===== src/rtl/mem_sequencer.sv =====
// Serialises NREAD logical reads plus an optional write per instruction step onto one
// handshaked memory port, pulsing core_step when the core may commit.
module mem_sequencer #(
    parameter int width      = 8,
    parameter int addr_width = 8,
    parameter int nread      = 2,
    parameter bit skip_dup   = 1'b1
) (
    input  logic                  clk,
    input  logic                  reset,
    input  logic [addr_width-1:0] core_addr [1:nread],
    input  logic                  core_wen,
    input  logic [width-1:0]      core_wdata,
    output logic [width-1:0]      core_rdata [1:nread],
    output logic                  core_step,
    output logic                  mem_req,
    output logic                  mem_we,
    output logic [addr_width-1:0] mem_addr,
    output logic [width-1:0]      mem_wdata,
    input  logic [width-1:0]      mem_rdata,
    input  logic                  mem_ack
);
    localparam int IDX_W = 3;

    typedef enum logic [1:0] {
        ST_INIT,
        ST_RD,
        ST_WR,
        ST_STEP
    } state_t;

    state_t                          r_state;
    state_t                          w_state_next;
    logic [IDX_W-1:0]                r_idx;
    logic [IDX_W-1:0]                w_idx_next;
    logic [width-1:0]                r_rdata [1:nread];
    logic [nread:1]                  w_sel;
    logic [nread:1]                  w_match;
    logic [nread:0][addr_width-1:0]  w_addr_chain;
    logic [nread+1:1][width-1:0]     w_dup_chain;
    logic [addr_width-1:0]           w_cur_addr;
    logic [width-1:0]                w_dup_data;
    logic                            w_dup;
    logic                            w_last;

    // Address mux is a priority chain upward; the duplicate source chain runs downward
    // so the smallest matching earlier word wins.
    assign w_addr_chain[0]       = '0;
    assign w_dup_chain[nread+1]  = '0;
    assign w_cur_addr            = w_addr_chain[nread];
    assign w_dup_data            = w_dup_chain[1];
    assign w_dup                 = |w_match;
    assign w_last                = (r_idx == IDX_W'(nread));

    for (genvar gi = 1; gi <= nread; gi++) begin : g_word
        assign w_sel[gi]        = (r_idx == IDX_W'(gi));
        assign w_addr_chain[gi] = w_sel[gi] ? core_addr[gi] : w_addr_chain[gi-1];
        assign w_match[gi]      = skip_dup && (IDX_W'(gi) < r_idx)
                                  && (core_addr[gi] == w_cur_addr);
        assign w_dup_chain[gi]  = w_match[gi] ? r_rdata[gi] : w_dup_chain[gi+1];
        assign core_rdata[gi]   = r_rdata[gi];

        always_ff @(posedge clk or negedge reset) begin
            if (!reset) begin
                r_rdata[gi] <= '0;
            end else if (r_state == ST_RD && w_sel[gi]) begin
                if (w_dup) begin
                    r_rdata[gi] <= w_dup_data;
                end else if (mem_ack) begin
                    r_rdata[gi] <= mem_rdata;
                end
            end
        end
    end

    always_ff @(posedge clk or negedge reset) begin
        if (!reset) begin
            r_state <= ST_INIT;
            r_idx   <= IDX_W'(1);
        end else begin
            r_state <= w_state_next;
            r_idx   <= w_idx_next;
        end
    end

    // Memory outputs are decoded from state, so the async reset clears them at once.
    always_comb begin
        w_state_next = r_state;
        w_idx_next   = r_idx;
        mem_req      = 1'b0;
        mem_we       = 1'b0;
        mem_addr     = '0;
        mem_wdata    = '0;
        core_step    = 1'b0;
        case (r_state)
            ST_INIT: begin
                w_state_next = ST_RD;
                w_idx_next   = IDX_W'(1);
            end
            ST_RD: begin
                mem_req  = !w_dup;
                mem_addr = w_dup ? '0 : w_cur_addr;
                if (w_dup || mem_ack) begin
                    if (w_last) begin
                        w_state_next = core_wen ? ST_WR : ST_STEP;
                        w_idx_next   = IDX_W'(1);
                    end else begin
                        w_idx_next = r_idx + IDX_W'(1);
                    end
                end
            end
            ST_WR: begin
                mem_req   = 1'b1;
                mem_we    = 1'b1;
                mem_addr  = core_addr[1];
                mem_wdata = core_wdata;
                if (mem_ack) begin
                    w_state_next = ST_STEP;
                end
            end
            ST_STEP: begin
                core_step    = 1'b1;
                w_state_next = ST_RD;
                w_idx_next   = IDX_W'(1);
            end
            default: begin
                w_state_next = ST_INIT;
                w_idx_next   = IDX_W'(1);
            end
        endcase
    end

endmodule


===== config.mk =====
export PLATFORM = sky130hd
export DESIGN_NAME = mem_sequencer
export DESIGN_NICKNAME = d
export VERILOG_FILES = /design/src/rtl/mem_sequencer.sv
export SDC_FILE = /design/constraint.sdc
export NUM_CORES = 1
export LEC_CHECK = 0
export ABC_AREA = 1
export ABC_CLOCK_PERIOD_IN_PS = 2140
export BUFFER_PORTS_ARGS = -buffer_cell sky130_fd_sc_hd__buf_2
export CAP_MARGIN = 10
export CORE_MARGIN = 8
export CORE_UTILIZATION = 50
export DETAILED_ROUTE_END_ITERATION = 7
export PLACE_DENSITY = 0.78
export SLEW_MARGIN = 15
export SYNTH_ARGS = -nofsm -noshare
export SYNTH_HDL_FRONTEND = slang
export SYNTH_SLANG_ARGS = --single-unit

===== constraint.sdc =====
create_clock -name clk -period 2.14 [get_ports clk]
set_input_delay 0.214 -clock clk [delete_from_list [all_inputs] [get_ports clk]]
set_output_delay 0.214 -clock clk [all_outputs]
set_load 0.01 [all_outputs]

### Word-level counts from Yosys, hierarchy flattened

Cells that the tools add are included.

* bits in registers: 21
* output and inout port bits: 35
* word-level logic and storage cells: 52

* add/sub/neg operators: 1
* $lt $le $gt $ge: 2
* equal/unequal tests: 10
* multiplexer cells: 20
* reductions and logical operators: 15

Operators by type and width (count)
* $mux W8: 8
* $eq A8 B8 Y1: 2
* $pmux W8 S2: 1
* $mux W2: 3
* $mux W3: 2
* $pmux W2 S3: 1
* $pmux W3 S2: 1
* $reduce_and A2 Y1: 3
* $eq A2 B2 Y1 const B: 2
* $logic_and A1 B1 Y1: 4
* $ne A2 B2 Y1 const B: 2
* $reduce_bool A2 Y1: 2
* $reduce_or A2 Y1: 2
* $add A3 B1 Y3 const B: 1
* $eq A3 B1 Y1 const B: 1
* $eq A3 B2 Y1 const B: 1
* $lt A1 B3 Y1 const A: 1
* $lt A2 B3 Y1 const A: 1
* $mux W1: 3
* $reduce_and A3 Y1: 1
* $eq A2 B1 Y1 const B: 1
* $logic_not A2 Y1: 1
* $ne A2 B1 Y1 const B: 1
* $pmux W1 S2: 1
* other kinds (2): 2

### Logic depth before layout (Yosys ltp)

Gate-level depths: netlist of run 1.

* word-level depth: 9
* mapped depth: 14

### Worst setup path before layout of run 1

Ideal clock, no wire load.

* path kind: flip-flop to output port
* start point: register r_idx[0]
* end point: output port mem_addr[0]
* data arrival time: 1.848 ns
* data required time: 1.926 ns
* path slack: 0.078 ns
* cell stages (with the launch flop): 12
* path buffers: 1
* cells stage by stage: dfstp_2 inv_2 buf_2 nand3_1 nand3_1 nand3_1 nor2_4 nand3_4 nand2_1 nor2_2 nand2_1 a21oi_1

* longest elaborated chain between the ends: 8

Ends and longest elaborated chain
* start: declaration: line 34 `logic [IDX_W-1:0] r_idx;`
* start signal: assignment: line 82 `r_idx <= w_idx_next;`
* $eq A3 B1 Y1: line 56 `assign w_sel[gi] = (r_idx == IDX_W'(gi));`
* $mux W8 (2 in a row): line 57 `assign w_addr_chain[gi] = w_sel[gi] ? core_addr[gi] : w_addr_chain[gi-1];`
* $eq A8 B8 Y1: line 59 `&& (core_addr[gi] == w_cur_addr);`
* $logic_and A1 B1 Y1: line 59
* $reduce_or A2 Y1: line 52 `assign w_dup = |w_match;`
* $mux W8 *: line 102 `mem_addr = w_dup ? '0 : w_cur_addr;`
* $pmux W8 S2 *: line 95 `case (r_state)`
* end: declaration: line 18 `output logic [addr_width-1:0] mem_addr,`

Every way passes the cells marked *; elsewhere a longest branch is shown, timed or not.

### Worst setup path after layout of run 1

* start point: register r_idx[2]
* end point: output port mem_req

* longest elaborated chain between the ends: 8

Ends and longest elaborated chain
* $eq A3 B1 Y1: line 56
* $mux W8 (2 in a row): line 57
* $eq A8 B8 Y1: line 59
* $logic_and A1 B1 Y1: line 59
* $reduce_or A2 Y1 *: line 52
* $logic_not A1 Y1 *: line 101 `mem_req = !w_dup;`
* $pmux W1 S2 *: line 95
* end: declaration: line 16 `output logic mem_req,`

Marked as above.

==> results of run 1 <==
[flip-flops by register name, indices dropped and copies added, names as in the netlist]
| register | flops |
|---|---|
| core_rdata | 16 |
| r_idx | 3 |
| r_state | 2 |
[worst paths after layout]
kind                       slack, ps     startpoint        endpoint
setup / recovery                -220       r_idx[2]         mem_req
hold / removal                   280       core_wen      r_state[0]
setup reg to reg                -160       r_idx[2]  core_rdata[13]
hold reg to reg                  510  core_rdata[2]   core_rdata[2]
max in group asynchronous       1330          reset        r_idx[1]
min in group asynchronous        450          reset   core_rdata[2]
[worst min-delay path: stages]
cell and delay, ps:
buf_2 80, nand2_1 50, nand4_1 100, nand2_1 60
[cell families (layout without fill, tap and decap cells)]
| family | Yosys count | count (layout) | share of synthesized area |
|---|---|---|---|
| buffers and inverters | 42 | 138 | 0.0961 |
| AOI/OAI and AO/OA | 13 | 13 | 0.0360 |
| adders and majority gates | 4 | 4 | 0.0267 |
| DFF | 21 | 21 | 0.281 |
| and+or+nand+nor | 209 | 212 | 0.560 |
[metrics by stage]
stage	setup WS, ps	power, mW
floorplan	78.4	2.05
global placement	-18.6	2.74
global route	-327	3.58
detailed placement	-29.4	2.75
finish	-224	3.29
CTS	-158	3.24
[cells in the mapped netlist]
master	instances	share of area
a21oi_1	9	0.024
buf_1	1	0.0020
buf_2	4	0.011
buf_6	2	0.012
clkbuf_1	2	0.0040
clkinv_2	2	0.0053
dfrtp_1	20	0.27
dfstp_2	1	0.014
ha_1	4	0.027
inv_1	23	0.046
inv_2	8	0.016
nand2_1	117	0.23
nand2_2	3	0.010
nand2_4	1	0.0060
nand3_1	43	0.11
nand3_2	1	0.0053
nand3_4	4	0.037
nand3b_1	8	0.032
nand4_1	18	0.060
nor2_1	2	0.0040
nor2_2	6	0.020
nor2_4	2	0.012
nor2_8	1	0.011
nor3_1	2	0.0053
nor3_4	1	0.0087
o21a_1	1	0.0040
o21ai_1	3	0.0080
[repair_timing]
| action | 4_1_cts | 5_1_grt |
|---|---|---|
| setup endpoints to repair | 15 | 30 |
| setup buffers | 10 | 1 |
| gates resized for setup | 19 | 0 |
| cloned | 2 | 1 |
| hold buffers | 1 | 0 |
| endpoints found under the hold margin | 20 | 0 |
| pin swaps | 12 | 3 |
[layer usage]
| layer | global-route usage | part of all wire |
|---|---|---|
| met5 | 0 | 0 |
| met1 | 0.241 | 0.42 |
| met3 | 0.0443 | 0.075 |
| met2 | 0.335 | 0.50 |
| met4 | 0.0491 | 0.0085 |
[layout make-up]
type	instances	area (sq um)
clock buffer	4	45.0
timing repair buffer	101	622
multi-input combinational	229	1240
sequential	21	529
fill	306	998
tap	48	60.1
inverter	33	136
[where the power goes]
group,switching [mW],internal (mW)
Sequential,0.159,0.580
Combinational,1.39,0.900
Clock,0.125,0.132
Total,1.68,1.61
==> out/results.txt, run 1 <==
fin nets - 429
Unique masters post-synth - 27
Post-Syn Instances - 289
YS warnings - 0
final setup vio count - 30
Cell Rows - 22
drt first pass iters - 5
post-route ant nets - 0
final hold violation count - 0
peak supply drop - 1.14 mV
startpoint types - flip-flop
vias per cell - 5.31
sequential cell area fraction in the yosys report - 0.281
commonest non-fill, non-tap cell in the layout - nand2_1
DIE WIDTH - 77.2 um
Iteration-0 DRC Markers - 184
Crit path max-delay family - simple AND/OR/NAND/NOR gates
H-tree depth - 1
grt total ovfl - 0
Max Cap Violations - 0
CP max FO - 7
core area - 3630 sq um
final instance area - 2640 sq um
Num CTS Buffers - 3
placed insts - 417
Worst Path Class, Setup - flip-flop to output port
Seq cells post-synth - 21
cell chain of the critical path - buf_4, nor2_4, nand3_1, nand3_1, nand2_1, nor2_2, nand3_2, nand2_4, nor2_4, o21a_1, buf_2
RSZ-0062 raised after global routing - yes
crit path DAT - 2150 ps
Placer Congestion - 0.925
drt total wl - 5.99 mm
P&R area growth vs syn - 40.5%
critical path depth - 11
Post-Route Setup TNS - -4600 ps
vias in the first global route - 2184
post-synthesis average cell area - 6.49 sq um
Final Cycle Share - 1.10
Non-Filler Instances - 436
Synthesized Nets - 329
initial antenna violation count - 0
Chip Height - 77.2 um
Via Count - 2317
die area - 5970 sq um
cell leakage power - 1.55 nW
WP data required - 1930 ps
commonest non-fill, non-tap cells in the layout - nand2_1 (113), buf_2 (70), nand3_1 (43), buf_4 (25), inv_1 (23)
Tmin final - 2360 ps
GRT Overall Usage - 0.196
Max-slew headroom - 0.654
max frequency - 0.423 GHz
Netlist Area Pre-Place - 1880 sq um
first-pass GRT wire length - 10.1 mm
Clock Latency Late Sink - 260 ps
r2r worst-path depth - 14
CTS Sinks - 21
CTS tree - built
status - finished, violations left
Worst-path clk slew - 70 ps
Hold Crit Class - input pin to flip-flop
setup slack after layout - -224 ps
IO Pins - 71
Buf+Inv Stages, Crit Path - 2
Initial Util - 0.516
Crit. End Element - output port
Placement Cell Area - 2400 sq um
post-route clock skew - 2.82 ps
violations in the final reports - setup timing
wire length per cell - 13.7 um
CTS Buffer Depth - 2
crit path max-delay cell type - dfrtp_2
diode count - 0
Crit path largest cell delay - 460 ps
PwrDens - 1250 nW/um^2
Least-Margin Pin Slew - 519 ps
Root Buffer - clkbuf_8
Slew Limit Fails - 0
layout cells sized above 1 - 0.366
port buffer count - 70
Core Util, Final - 0.725
largest net degree at the start of global routing - 22
WHS Path Cells - 4
DRC violations left - 0
HPWL Detailed - 4.27 mm
worst hold slack - 281 ps
(Power assumes the default switching activity.)
==> run 2, diff against run 1 <==
- CELL_PAD_IN_SITES_DETAIL_PLACEMENT: default -> 0
- CELL_PAD_IN_SITES_GLOBAL_PLACEMENT: default -> 1
- CORE_UTILIZATION: 50 -> 33
- PLACE_DENSITY: 0.78 -> 0.77
==> out/results.txt, run 2 (synthesis gave the netlist of run 1 again) <==
die area - 8350 sq um (+40%)
WP data required - 1930 ps (about the same)
final setup vio count - 25 (-17%)
drt total wl - 6.55 mm (+9.3%)
Hold Crit Start - core_wen
vias per cell - 4.94 (-7.1%)
commonest non-fill, non-tap cells in the layout - nand2_1 (107), buf_2 (70), nand3_1 (36), buf_4 (36), inv_1 (22)
# fillers - 559 (+83%)
CP max FO - 8 (+1)
crit path from - r_idx[0]
diode count - 0 (unchanged)
Final Cycle Share - 1.08 (-0.0297)
Root Buffer - clkbuf_8
HPWL Detailed - 4.77 mm (+12%)
P&R area growth vs syn - 53.2%
final hold violation count - 0 (unchanged)
violations in the final reports - setup timing
area of the multi-input gates - 1340 sq um (+7.9%)
post-route ant nets - 0 (unchanged)
DRC violations left - 0 (unchanged)
Placer Congestion - 0.860 (-7.0%)
Cell Rows - 27 (+23%)
crit path DAT - 2090 ps (-60 ps)
Crit. End Element - output port
Max Cap Violations - 0 (unchanged)
grt total ovfl - 0 (unchanged)
RSZ-0062 raised after global routing - yes
setup slack after layout - -161 ps (+63.5 ps)
GRT Overall Usage - 0.156 (-0.0402)
area taken by flip-flops and latches - 528 sq um (-0.24%)
cell leakage power - 1.62 nW (+5.1%)
largest net degree at the start of global routing - 22 (unchanged)
Worst-path clk slew - 80 ps (about the same)
Buf+Inv Stages, Crit Path - 4 (+2)
Post-Route Setup TNS - -1570 ps (+3030 ps)
CTS tree - built
reg2reg start - r_idx[0]
core area - 5510 sq um (+52%)
Via Count - 2340 (+0.99%)
cell chain of the critical path - inv_6, nor2_4, buf_4, nand2_1, nand3_1, nand2_1, inv_2, nand3_2, nand2_4, nor2_4, o21a_1, buf_2
Max-slew headroom - 0.630 (-0.0243)
IO Pins - 71 (unchanged)
Tmin final - 2300 ps (-63.5 ps)
Largest register FFs - 16 (unchanged)
Crit path max-delay family - flip-flops
PwrDens - 1260 nW/um^2 (+1.2%)
post-route clock skew - 1.27 ps (-1.55 ps)
CTS Sinks - 21 (unchanged)
CTS Buffer Depth - 2 (unchanged)
fin nets - 443 (+3.3%)
max frequency - 0.435 GHz (+2.8%)
Num CTS Buffers - 3 (unchanged)
status - finished, violations left
startpoint types - flip-flop
drt first pass iters - 4 (-1)
Overall Power - 3.63 mW (+10%)
Crit path largest cell delay - 630 ps (+170 ps)
crit path max-delay cell type - dfstp_2
Clock Latency Late Sink - 260 ps (about the same)
wire length per cell - 13.8 um (+0.57%)
peak supply drop - 0.644 mV (-43%)
port buffer count - 70 (unchanged)
DIE WIDTH - 91.4 um (+18%)
H-tree depth - 1 (unchanged)
commonest non-fill, non-tap cell in the layout - nand2_1
Place WS - -98.4 ps (-69.1 ps)
Slew Limit Fails - 0 (unchanged)
Hold Crit Class - input pin to flip-flop
R2R Setup Slk - -90 ps (+70 ps)
Initial Util - 0.341 (-0.176)
Iteration-0 DRC Markers - 156 (-15%)
Chip Height - 91.4 um (+18%)
first-pass GRT wire length - 11.2 mm (+11%)
Worst Path Class, Setup - flip-flop to output port
Least-Margin Pin Slew - 556 ps (+36.5 ps)
initial antenna violation count - 0 (unchanged)
layout cells sized above 1 - 0.440 (+0.0743)
vias in the first global route - 2347 (+7.5%)
[run 2: changes by cell type in the layout (fill, tap and decap cells not counted), moves of 4 or more]
cell     change
buf_4       +11
nand3_1      -7
nand3_2      +7
a21oi_1      -6
a21oi_2      +6
nand2_1      -6
nand2_2      +5
buf_6        +4
[run 2: final timing paths]
check | cells past startpoint | end
max | 12 | mem_req
min | 4 | r_state[0]
max reg2reg | 16 | core_rdata[8]
min reg2reg | 2 | core_rdata[6]
max in group asynchronous | 2 | r_idx[2]
min in group asynchronous | 2 | core_rdata[6]
[run 2: stage by stage]
| stage | utilization | hold slack [ps] | cells | cell area (sq um) |
|---|---|---|---|---|
| 5_1_grt | 0.522 | 270 | 474 | 2870 |
| 3_5_place_dp | 0.450 | 204 | 449 | 2480 |
| 6_report | 0.522 | 230 | 474 | 2870 |
| 4_1_cts | 0.504 | 228 | 471 | 2780 |
| 3_3_place_gp | 0.450 | 212 | 449 | 2480 |
| 2_1_floorplan | - | -81.6 | 289 | 1880 |
[run 2: timing repair]
action	4_1_cts	5_1_grt
gates cloned	4	0
pin swaps	20	7
endpoints found under the setup margin	23	30
endpoints found under the hold margin	20	0
hold buffers	1	0
setup buffers	14	3
resized for setup	32	18
[run 2: where the power goes]
group | internal [mW] | switching [mW] | total [mW]
Clock | 0.133 | 0.133 | 0.265
Combinational | 1.10 | 1.52 | 2.62
Sequential | 0.578 | 0.164 | 0.743
[run 2: area by class of cell]
cell class                      count  share of cell area
Timing Repair Buffer              115               0.254
Sequential cell                    21               0.184
Clock buffer                        4              0.0157
Tap cell                           72              0.0313
Multi-Input combinational cell    229               0.466
Inverter                           33              0.0492
[run 2: per-layer routing]
metal  wire (um)  global-route usage  vias up
met1        2910               0.197     1094
met3         316              0.0288        2
met5           0                   0        -
met4          23              0.0314        0
met2        3300               0.268       58
li1            -                   -     1186
[run 2: worst register-to-register path: cells and delay by family, from the launching register on]
family / cells / cell delay (ps)
buffers and inverters: 7 / 670
and+or+nand+nor: 7 / 710
AOI/OAI and AO/OA: 2 / 180
DFF: 1 / 630
